**config.mk**
```make
export PLATFORM = sky130hd
export DESIGN_NAME = step_ramp_gen_flat
export DESIGN_NICKNAME = d
export VERILOG_FILES = /design/src/rtl/step_ramp_gen_pkg.sv /design/src/rtl/step_ramp_gen_if.sv /design/src/rtl/step_ramp_gen_timer.sv /design/src/rtl/step_ramp_gen.sv /design/src/flat_wrapper.sv
export SDC_FILE = /design/constraint.sdc
export NUM_CORES = 1
export LEC_CHECK = 0
export ABC_AREA = 0
export ABC_CLOCK_PERIOD_IN_PS = 15500
export BUFFER_PORTS_ARGS = -buffer_cell sky130_fd_sc_hd__buf_2
export CAP_MARGIN = 20
export CORE_ASPECT_RATIO = 0.7
export CORE_MARGIN = 1.5
export CORE_UTILIZATION = 55
export CTS_CLUSTER_SIZE = 10
export DETAILED_ROUTE_END_ITERATION = 7
export GPL_ROUTABILITY_DRIVEN = 0
export GPL_TIMING_DRIVEN = 0
export PLACE_DENSITY = 0.73
export SYNTH_ARGS = -nofsm -noshare
export SYNTH_HDL_FRONTEND = slang
export SYNTH_HIERARCHICAL = 1
export SYNTH_SLANG_ARGS = --single-unit
```
**constraint.sdc**
```tcl
create_clock -name clk -period 15.5 [get_ports clk]
set_input_delay 0 -clock clk [delete_from_list [all_inputs] [get_ports clk]]
set_output_delay 0 -clock clk [all_outputs]
set_load 0.01 [all_outputs]
```
**src/rtl/step_ramp_gen_pkg.sv**
```systemverilog
// Shared motion-control definitions: FSM states and the default divisor limits
// common to the ramp generator and the free-running divider path.
package motor_pkg;

    typedef enum logic [2:0] {
        IDLE   = 3'd0,
        ACCEL  = 3'd1,
        CRUISE = 3'd2,
        DECEL  = 3'd3,
        DONE   = 3'd4
    } state_t;

    localparam int          DEF_STEPS_W   = 16;
    localparam logic [31:0] DEF_DIV_START = 32'd800;
    localparam logic [31:0] DEF_DIV_MIN   = 32'd100;
    localparam logic [31:0] DEF_DIV_STEP  = 32'd100;

endpackage

```
**src/rtl/step_ramp_gen_if.sv**
```systemverilog
// Command / status bundle between a motion master and the step ramp generator.
interface step_ramp_gen_if #(
    parameter int STEPS_W = 16
);
    logic               start;
    logic [STEPS_W-1:0] target_steps;
    logic               dir_in;
    logic               abort;
    logic               step_pulse;
    logic               cw_out;
    logic               busy;
    logic               done;
    logic [STEPS_W-1:0] steps_done;
    logic [31:0]        cur_div;

    modport master (
        output start, target_steps, dir_in, abort,
        input  step_pulse, cw_out, busy, done, steps_done, cur_div
    );

    modport slave (
        input  start, target_steps, dir_in, abort,
        output step_pulse, cw_out, busy, done, steps_done, cur_div
    );
endinterface

```
**src/rtl/step_ramp_gen_timer.sv**
```systemverilog
// Period timer: counts 0..i_div and flags the terminal count; also used by the
// free-running divider path.
module step_period_timer (
    input  logic        clk,
    input  logic        rst_n,
    input  logic        i_clr,
    input  logic [31:0] i_div,
    output logic        o_tick
);
    logic [31:0] r_cnt;

    assign o_tick = (r_cnt == i_div);

    always_ff @(posedge clk or negedge rst_n) begin
        if (!rst_n) begin
            r_cnt <= '0;
        end else if (i_clr || o_tick) begin
            r_cnt <= '0;
        end else begin
            r_cnt <= r_cnt + 32'd1;
        end
    end
endmodule

```
**src/rtl/step_ramp_gen.sv**
```systemverilog
// Trapezoidal step generator: accelerates from DIV_START to DIV_MIN, cruises,
// then decelerates symmetrically so the motor always stops at low speed.
module step_ramp_gen
    import motor_pkg::*;
#(
    parameter int          STEPS_W   = DEF_STEPS_W,
    parameter logic [31:0] DIV_START = DEF_DIV_START,
    parameter logic [31:0] DIV_MIN   = DEF_DIV_MIN,
    parameter logic [31:0] DIV_STEP  = DEF_DIV_STEP
) (
    input  logic           clk,
    input  logic           xres,
    step_ramp_gen_if.slave bus
);
    state_t             r_state, w_nxt_state;
    logic [STEPS_W-1:0] r_target, w_nxt_target;
    logic [STEPS_W-1:0] r_steps_done, w_nxt_steps;
    logic [STEPS_W-1:0] r_ramp_cnt, w_nxt_ramp;
    logic [31:0]        r_cur_div, w_nxt_div;
    logic               r_cw, w_nxt_cw;
    logic [STEPS_W:0]   w_lim;
    logic [STEPS_W-1:0] w_sd_inc, w_rem;
    logic               w_dn_ok, w_busy, w_done, w_tick, w_step;

    // Slowing down saturates at the start divisor; 33-bit sum avoids wrap.
    function automatic logic [31:0] f_div_up(input logic [31:0] cur);
        logic [32:0] sum;
        sum = {1'b0, cur} + {1'b0, DIV_STEP};
        return (sum > {1'b0, DIV_START}) ? DIV_START : sum[31:0];
    endfunction

    step_period_timer u_timer (
        .clk    (clk),
        .rst_n  (xres),
        .i_clr  (!w_busy),
        .i_div  (r_cur_div),
        .o_tick (w_tick)
    );

    assign w_sd_inc = r_steps_done + STEPS_W'(1);
    assign w_rem    = r_target - w_sd_inc;
    assign w_dn_ok  = (r_cur_div > DIV_STEP) && ((r_cur_div - DIV_STEP) > DIV_MIN);

    always_ff @(posedge clk or negedge xres) begin
        if (!xres) r_state <= IDLE;
        else       r_state <= w_nxt_state;
    end

    always_comb begin
        w_nxt_state  = r_state;
        w_nxt_target = r_target;
        w_nxt_steps  = r_steps_done;
        w_nxt_ramp   = r_ramp_cnt;
        w_nxt_div    = r_cur_div;
        w_nxt_cw     = r_cw;
        w_lim        = '0;
        case (r_state)
            IDLE: begin
                if (bus.start) begin
                    w_nxt_target = bus.target_steps;
                    w_nxt_cw     = bus.dir_in;
                    w_nxt_steps  = '0;
                    w_nxt_ramp   = '0;
                    w_nxt_div    = DIV_START;
                    w_nxt_state  = (bus.target_steps == '0) ? DONE : ACCEL;
                end
            end
            ACCEL, CRUISE, DECEL: begin
                if (w_step) begin
                    w_nxt_steps = w_sd_inc;
                    if (w_rem == '0) begin
                        w_nxt_state = DONE;
                    end else if (r_state != DECEL && w_rem <= r_ramp_cnt) begin
                        w_nxt_state = DECEL;
                        w_nxt_div   = f_div_up(r_cur_div);
                        w_nxt_ramp  = r_ramp_cnt - STEPS_W'(1);
                    end else if (r_state == ACCEL && !w_dn_ok) begin
                        w_nxt_state = CRUISE;
                        w_nxt_div   = DIV_MIN;
                        w_nxt_ramp  = r_ramp_cnt + STEPS_W'(1);
                    end else if (r_state == ACCEL) begin
                        w_nxt_div   = r_cur_div - DIV_STEP;
                        w_nxt_ramp  = r_ramp_cnt + STEPS_W'(1);
                    end else if (r_state == DECEL) begin
                        w_nxt_div   = f_div_up(r_cur_div);
                        if (r_ramp_cnt != '0) w_nxt_ramp = r_ramp_cnt - STEPS_W'(1);
                    end
                end
                // Abort shortens the move to what the ramp-down needs, seen after the boundary.
                if (bus.abort && r_state != DECEL) begin
                    w_lim = {1'b0, w_nxt_steps} + {1'b0, w_nxt_ramp};
                    if (w_lim < {1'b0, w_nxt_target}) w_nxt_target = w_lim[STEPS_W-1:0];
                    if (w_nxt_target == w_nxt_steps) w_nxt_state = DONE;
                end
            end
            DONE:    w_nxt_state = IDLE;
            default: w_nxt_state = IDLE;
        endcase
    end

    always_comb begin
        w_busy = (r_state == ACCEL) || (r_state == CRUISE) || (r_state == DECEL);
        w_done = (r_state == DONE);
        w_step = w_busy && w_tick;
    end

    always_ff @(posedge clk or negedge xres) begin
        if (!xres) begin
            r_target     <= '0;
            r_steps_done <= '0;
            r_ramp_cnt   <= '0;
            r_cur_div    <= DIV_START;
            r_cw         <= 1'b1;
        end else begin
            r_target     <= w_nxt_target;
            r_steps_done <= w_nxt_steps;
            r_ramp_cnt   <= w_nxt_ramp;
            r_cur_div    <= w_nxt_div;
            r_cw         <= w_nxt_cw;
        end
    end

    assign bus.step_pulse = w_step;
    assign bus.busy       = w_busy;
    assign bus.done       = w_done;
    assign bus.cw_out     = r_cw;
    assign bus.steps_done = r_steps_done;
    assign bus.cur_div    = r_cur_div;
endmodule

```
**src/flat_wrapper.sv**
```systemverilog
// flat-port wrapper written by rule: the top's interface ports become plain ports
module step_ramp_gen_flat import motor_pkg::*;
#(
    parameter int          STEPS_W   = DEF_STEPS_W,
    parameter logic [31:0] DIV_START = DEF_DIV_START,
    parameter logic [31:0] DIV_MIN   = DEF_DIV_MIN,
    parameter logic [31:0] DIV_STEP  = DEF_DIV_STEP
)
  (clk, xres, bus_start, bus_target_steps, bus_dir_in, bus_abort, bus_step_pulse, bus_cw_out, bus_busy, bus_done, bus_steps_done, bus_cur_div);
  step_ramp_gen_if #(.STEPS_W(STEPS_W)) bus_i ();
  input  logic clk;
  input  logic xres;
  input wire logic [$bits(bus_i.start)-1:0] bus_start;
  input wire logic [$bits(bus_i.target_steps)-1:0] bus_target_steps;
  input wire logic [$bits(bus_i.dir_in)-1:0] bus_dir_in;
  input wire logic [$bits(bus_i.abort)-1:0] bus_abort;
  output wire logic [$bits(bus_i.step_pulse)-1:0] bus_step_pulse;
  output wire logic [$bits(bus_i.cw_out)-1:0] bus_cw_out;
  output wire logic [$bits(bus_i.busy)-1:0] bus_busy;
  output wire logic [$bits(bus_i.done)-1:0] bus_done;
  output wire logic [$bits(bus_i.steps_done)-1:0] bus_steps_done;
  output wire logic [$bits(bus_i.cur_div)-1:0] bus_cur_div;
  assign bus_i.start = bus_start;
  assign bus_i.target_steps = bus_target_steps;
  assign bus_i.dir_in = bus_dir_in;
  assign bus_i.abort = bus_abort;
  assign bus_step_pulse = bus_i.step_pulse;
  assign bus_cw_out = bus_i.cw_out;
  assign bus_busy = bus_i.busy;
  assign bus_done = bus_i.done;
  assign bus_steps_done = bus_i.steps_done;
  assign bus_cur_div = bus_i.cur_div;
  step_ramp_gen #(.STEPS_W(STEPS_W), .DIV_START(DIV_START), .DIV_MIN(DIV_MIN), .DIV_STEP(DIV_STEP)) u_core (.clk(clk), .xres(xres), .bus(bus_i));
endmodule
```
== After elaboration in Yosys (flattened, before gate mapping) ==
Cells that the tools add are included.

* Register bits: 116
* Bits in latches: 0
* Memory bits (writable): 0
* Memory bits (read-only): 0
* Input bits: 21
* Output and inout port bits: 52
* Word-level logic and storage cells: 90
* Memories kept: 0

* Add/subtract/negate cells: 8
* Multiply operators: 0
* Div/mod/pow operators: 0
* $lt $le $gt $ge: 5
* Equal/unequal tests: 12
* Shift operators: 0
* Muxes and demuxes: 38
* Bitwise logic cells: 0
* Reduce and logical (&&, ||, !) cells: 20

{| class="wikitable"
|+ Operators with widths
! operator !! count
|-
| 2-to-1 mux 32 bit || 9
|-
| 2-to-1 mux 16 bit || 16
|-
| one-hot mux 16 bit (2 select lines) || 3
|-
| greater-than comparator 32 x 7 -> 1 bit (second input constant) || 2
|-
| one-hot mux 32 bit (2 select lines) || 1
|-
| adder 32 x 7 -> 33 bit (second input constant) || 1
|-
| greater-than comparator 33 x 10 -> 1 bit (second input constant) || 1
|-
| adder 16 x 1 -> 16 bit (second input constant) || 2
|-
| adder 32 x 1 -> 32 bit (second input constant) || 1
|-
| == test 32 bit || 1
|-
| zero test 16 bit || 2
|-
| subtractor 32 x 7 -> 32 bit (second input constant) || 1
|-
| 2-to-1 mux 3 bit || 8
|-
| adder 16 x 16 -> 17 bit || 1
|-
| < comparator 17 x 16 -> 1 bit || 1
|-
| == test 16 bit || 1
|-
| less-or-equal comparator 16 bit || 1
|-
| nonzero test 16 bit || 1
|-
| subtractor 16 x 1 -> 16 bit (second input constant) || 1
|-
| subtractor 16 bit || 1
|-
| == test 3 x 2 -> 1 bit (second input constant) || 2
|-
| inequality test 2 bit (second input constant) || 3
|-
| one-hot mux 3 bit (2 select lines) || 1
|-
| logical AND 1 bit || 5
|-
| 13 further kinds || 17
|}

== Longest topological paths before layout ==
* Depth in word-level cells: 19
* Depth in mapped cells: 46
* Depth with buffers taken out: 44

== Cells and area by module ==
Netlist, hierarchy kept.

{| class="wikitable"
|+ Modules (own cells, without submodules)
! module !! instances !! cells each !! area an instance (µm²) !! seq. area each (µm²)
|-
| step_ramp_gen || 1 || 1263 || 9461.6 || 2107.0
|-
| step_period_timer || 1 || 219 || 2152.1 || 800.8
|}

== Least setup slack after synthesis ==
OpenSTA, ideal clock, no wires.

* Path type: reg-to-reg
* From: register u_core.r_steps_done[0], in the netlist u_core/bus.steps_done[0]
* To: register u_core.r_state[0]
* Library setup time: 0.135 ns
* Arrival: 8.909 ns
* Required time: 15.365 ns
* Path slack: 6.456 ns
* Cell stages (with the launch flop): 41
* Path buffers: 3
* Period minus slack after synthesis: 9.044 ns
* Cell sequence: dfrtp_1 > ha_1 > and3_1 > clkbuf_1 > and3_1 > xnor2_1 > ha_1 > or3_1 > o31a_1 > a211o_1 > and2_1 > ha_1 > nand2_1 > or4_1 > o2111a_1 > o21ai_1 > nand2_1 > clkbuf_1 > (+5 left out) > nand2b_1 > a21oi_1 > a31oi_1 > o31a_1 > a21oi_1 > xnor2_1 > inv_1 > ha_1 > a21o_1 > a2111oi_0 > o211a_1 > buf_2 > mux2i_1 > xnor2_1 > a2111oi_0 > nand3_1 > nor4_2 > o21ai_0

* Word-level cells in the longest chain between the ends: 17
* Elaborated cells on any way between the ends: 23
* Those cells by class: 3 x add/sub; 2 x order compare; 1 x eq/ne; 15 x mux; 2 x reduce/logical

{| class="wikitable"
|+ Ends and longest elaborated chain
! element !! RTL line !! source
|-
| start: declaration || step_ramp_gen.sv:17 || <nowiki>logic [STEPS_W-1:0] r_steps_done, w_nxt_steps;</nowiki>
|-
| start signal: assignment || step_ramp_gen.sv:116 || <nowiki>r_steps_done <= w_nxt_steps;</nowiki>
|-
| adder 16 x 1 -> 16 bit || step_ramp_gen.sv:40 || <nowiki>assign w_sd_inc = r_steps_done + STEPS_W'(1);</nowiki>
|-
| subtractor 16 bit || step_ramp_gen.sv:41 || <nowiki>assign w_rem = r_target - w_sd_inc;</nowiki>
|-
| less-or-equal comparator 16 bit || step_ramp_gen.sv:73 || <nowiki>end else if (r_state != DECEL && w_rem <= r_ramp_cnt) begin</nowiki>
|-
| logical AND 1 bit || step_ramp_gen.sv:73 ||
|-
| 2-to-1 mux 16 bit || step_ramp_gen.sv:73 ||
|-
| 2-to-1 mux 16 bit || step_ramp_gen.sv:71 || <nowiki>if (w_rem == '0) begin</nowiki>
|-
| 2-to-1 mux 16 bit || step_ramp_gen.sv:69 || <nowiki>if (w_step) begin</nowiki>
|-
| 2-to-1 mux 16 bit || step_ramp_gen.sv:57 || <nowiki>case (r_state)</nowiki>
|-
| adder 16 x 16 -> 17 bit || step_ramp_gen.sv:91 || <nowiki>w_lim = {1'b0, w_nxt_steps} + {1'b0, w_nxt_ramp};</nowiki>
|-
| < comparator 17 x 16 -> 1 bit || step_ramp_gen.sv:92 || <nowiki>if (w_lim < {1'b0, w_nxt_target}) w_nxt_target = w_lim[STEPS_W-1:0];</nowiki>
|-
| 2-to-1 mux 16 bit || step_ramp_gen.sv:92 ||
|-
| 2-to-1 mux 16 bit || step_ramp_gen.sv:90 || <nowiki>if (bus.abort && r_state != DECEL) begin</nowiki>
|-
| 2-to-1 mux 16 bit || step_ramp_gen.sv:57 ||
|-
| == test 16 bit || step_ramp_gen.sv:93 || <nowiki>if (w_nxt_target == w_nxt_steps) w_nxt_state = DONE;</nowiki>
|-
| 2-to-1 mux 3 bit || step_ramp_gen.sv:93 ||
|-
| 2-to-1 mux 3 bit * || step_ramp_gen.sv:90 ||
|-
| one-hot mux 3 bit (2 select lines) * || step_ramp_gen.sv:57 ||
|-
| end signal: assignment || step_ramp_gen.sv:46 || <nowiki>else r_state <= w_nxt_state;</nowiki>
|-
| end: declaration || step_ramp_gen.sv:15 || <nowiki>state_t r_state, w_nxt_state;</nowiki>
|}

Every way passes the cells marked *; elsewhere a longest branch is shown, timed or not. The select of a mux whose other input is x is not followed.
A chain may end at the register's enable or synchronous reset.

== Worst setup path in the final report ==
Same ends and word-level chain as after synthesis.

==> metrics <==
CTS Buffer Depth=2; CTS buffer count=17; register area=2910 um^2; Pins Over Slew Limit=0; RSZ-0062 raised after global routing=no; most frequent cell after synthesis=nand2_1; Pwr per Cell Area=74.1 nW/um^2; total grt overflow=0; Initial Util=56.1%; Fill cells=1,850; post-CTS setup buffers=0; sequential area share after synthesis=25.0%; Crit Path Class=reg -> reg; Worst path slowest cell=o311ai_0; synth cell count leaders=nand2_1 (123), nor2_1 (114), dfrtp_1 (112); area of the multi-input gates=8040 um^2; Worst-Skew Late Latency=0.43 ns; CTS Hold Bufs=17; # H-tree levels=4; P_leak=5.32 nW; First-pass DRT Iterations=6; CTS Root Cell=clkbuf_16; crit start category=register; num rows=44; top post-synthesis cells by area=dfrtp_1 (24%), ha_1 (7.8%), xnor2_1 (7.2%), a21oi_1 (4.4%), o21ai_0 (4.4%); dpl cells=1,831; Area Growth Syn to Fin=13.1%; final setup vio count=0; period utilization=73.8%; Fmax achieved=87.4 MHz; CTS clock-pin slew for the worst setup and hold paths=0.07 ns; number of global-route vias before repair=11,600; crit-path max FO=10; first-pass GRT wire length=64,300 um; Worst slew margin=24.8%; Syn Std Cell Area=11,600 um^2; Die X=177 um; Synth Area per Inst=7.84 um^2; Power, Total=0.974 mW; Synth area leader=dfrtp_1; HP Class=in -> async; diodes inserted=0; Final Hold Vio Count=0; skew final=0.0117 ns; outcome=complete, no violations; initial antenna violation count=0; Worst EP arrival=11.72 ns; area of the die=22,000 um^2; Tmin final=11.45 ns; Req. time, crit path=15.77 ns; Net Count, Synth=1,577; CP dominant cell by count=ha_1; HPWL Detailed=30,900 um; Final Instance Count excl. Fillers=1,882; WL per Instance=21.9 um; CP max stage delay=0.61 ns; via count=12,700; number of synthesized flops with an enable pin=0; port bufs=72; share of the synthesized area in the top cell type=24.1%; post_cts resized=0; DR iter-0 viols=2,103; share of cells above drive strength 1=11.0%; yosys warns=6; Worst setup EP type=register; most used flip-flop cell after synthesis=dfrtp_1; num ports=73; ys async rst share=100%; Core Region=20,700 um^2; Fin Setup TNS=0 ns; gr usage total=37.8%; Worst VDD drop=0.0635 mV; Cell variety after synth=89; #FFs+latches synth=116; vias per inst=6.73; Worst-Margin Slew=1.12 ns; Die H=125 um; Max Cap Viol=0; post-route ant nets=0; Post-route DRC=0; Synth Instances=1,482; clock sink count=116; final WL=41,200 um; pin count of the biggest net entering global routing=91; CTS tree=built; # nets final=1,688
## worst max-delay path, delay by kind of cell, from the launching register on
| kind | cells | cell delay, ns |
|---|---|---|
| DFF | 1 | 0.54 |
| and+or+nand+nor | 10 | 2.52 |
| AOI/OAI and AO/OA | 15 | 4.85 |
| adders and majority gates | 5 | 1.60 |
| xor gates and xnor gates | 3 | 0.63 |
| buffers and inverters | 6 | 1.16 |
## path summary, 6_finish.rpt
path | startpoint | end | cells past startpoint | slack, ns
setup / recovery | u_core/bus.steps_done[0] | u_core/r_state[0] | 39 | 4.05
hold / removal | xres | u_core/r_ramp_cnt[5] | 2 | 0.01
setup reg to reg | u_core/bus.steps_done[0] | u_core/r_state[0] | 39 | 4.05
hold reg to reg | u_core/bus.cw_out | u_core/bus.cw_out | 2 | 0.46
max in group asynchronous | xres | u_core/bus.steps_done[12] | 3 | 14.75
min in group clk | bus_target_steps[2] | u_core/r_target[2] | 5 | 0.05
## report_power, final
part           switching, mW  internal (mW)  total, mW
registers             0.0173          0.315      0.332
logic                  0.135         0.0921      0.227
clock network          0.168          0.247      0.415
## placed cells by master, fill, tap and decap left out, types with 8 or more instances in the layout
cell           instances
o22ai_1               19
dlygate4sd3_1         17
xor2_1                35
dfrtp_1              112
a211oi_1              24
o21ai_0              102
a21oi_1              102
o41ai_1                8
o31ai_1               28
inv_1                 73
mux2i_1                9
or3_1                 16
nor2_1               114
and4_1                13
a31oi_1               14
or4_1                 18
nand2_1              123
nand4_1               34
and3_1                28
buf_2                 86
a21o_1                18
clkbuf_1              65
clkbuf_16             17
and2_1                13
nand2b_1              18
o21a_1                13
nor2b_1               10
xnor2_1               95
ha_1                  72
nor4_1                20
nor3_1                41
o211ai_1              15
a221oi_1              14
nand3_1               50
## per-stage QoR
stage	setup slack [ns]	cell area [um^2]	utilization, %	hold WS (ns)
final	4.05	13100	63.5	0.0130
after global placement	4.73	12300	59.5	0.234
after global routing	3.56	13100	63.5	0.0416
after CTS	4.43	13100	63.4	0.0121
after detailed placement	4.46	12400	59.7	-0.106
after floorplan	6.46	11600	-	-0.296
## cell type report
type,instances,share of cell area [%]
Buffer,92,2.96
Clock buffer,18,3.34
Clock inverter,14,1.28
Inverter,73,2.09
Multi-Input combinational cell,1201,61.2
Sequential cell,116,22.1
Tap cell,276,2.63
Timing Repair Buffer,92,4.37
## logic make-up after synthesis
logic type	synth area share, %
XOR/XNOR	9.80
flip-flops	25.0
adder cells (fa/ha/maj)	8.10
buffers and inverters	5.71
multiplexers	1.16
AND/OR/NAND/NOR	24.1
AO/OA/AOI/OAI	26.1
## state kept, by name, indices dropped and copies added (netlist names)
signal,flops
u_core/bus.steps_done,16
u_core/u_timer/r_cnt,32
u_core/r_target,16
u_core/bus.cw_out,1
u_core/bus.cur_div,32
u_core/r_ramp_cnt,16
u_core/r_state,3
## metal layers
layer	up-vias	part of all wire (%)	GRT usage (%)
met4	0	2.3	11.6
li1	5738	-	-
met2	911	38	48.6
met5	-	0	0
met1	5916	43	56.2
met3	105	16	15.4
(Power assumes the default switching activity.)
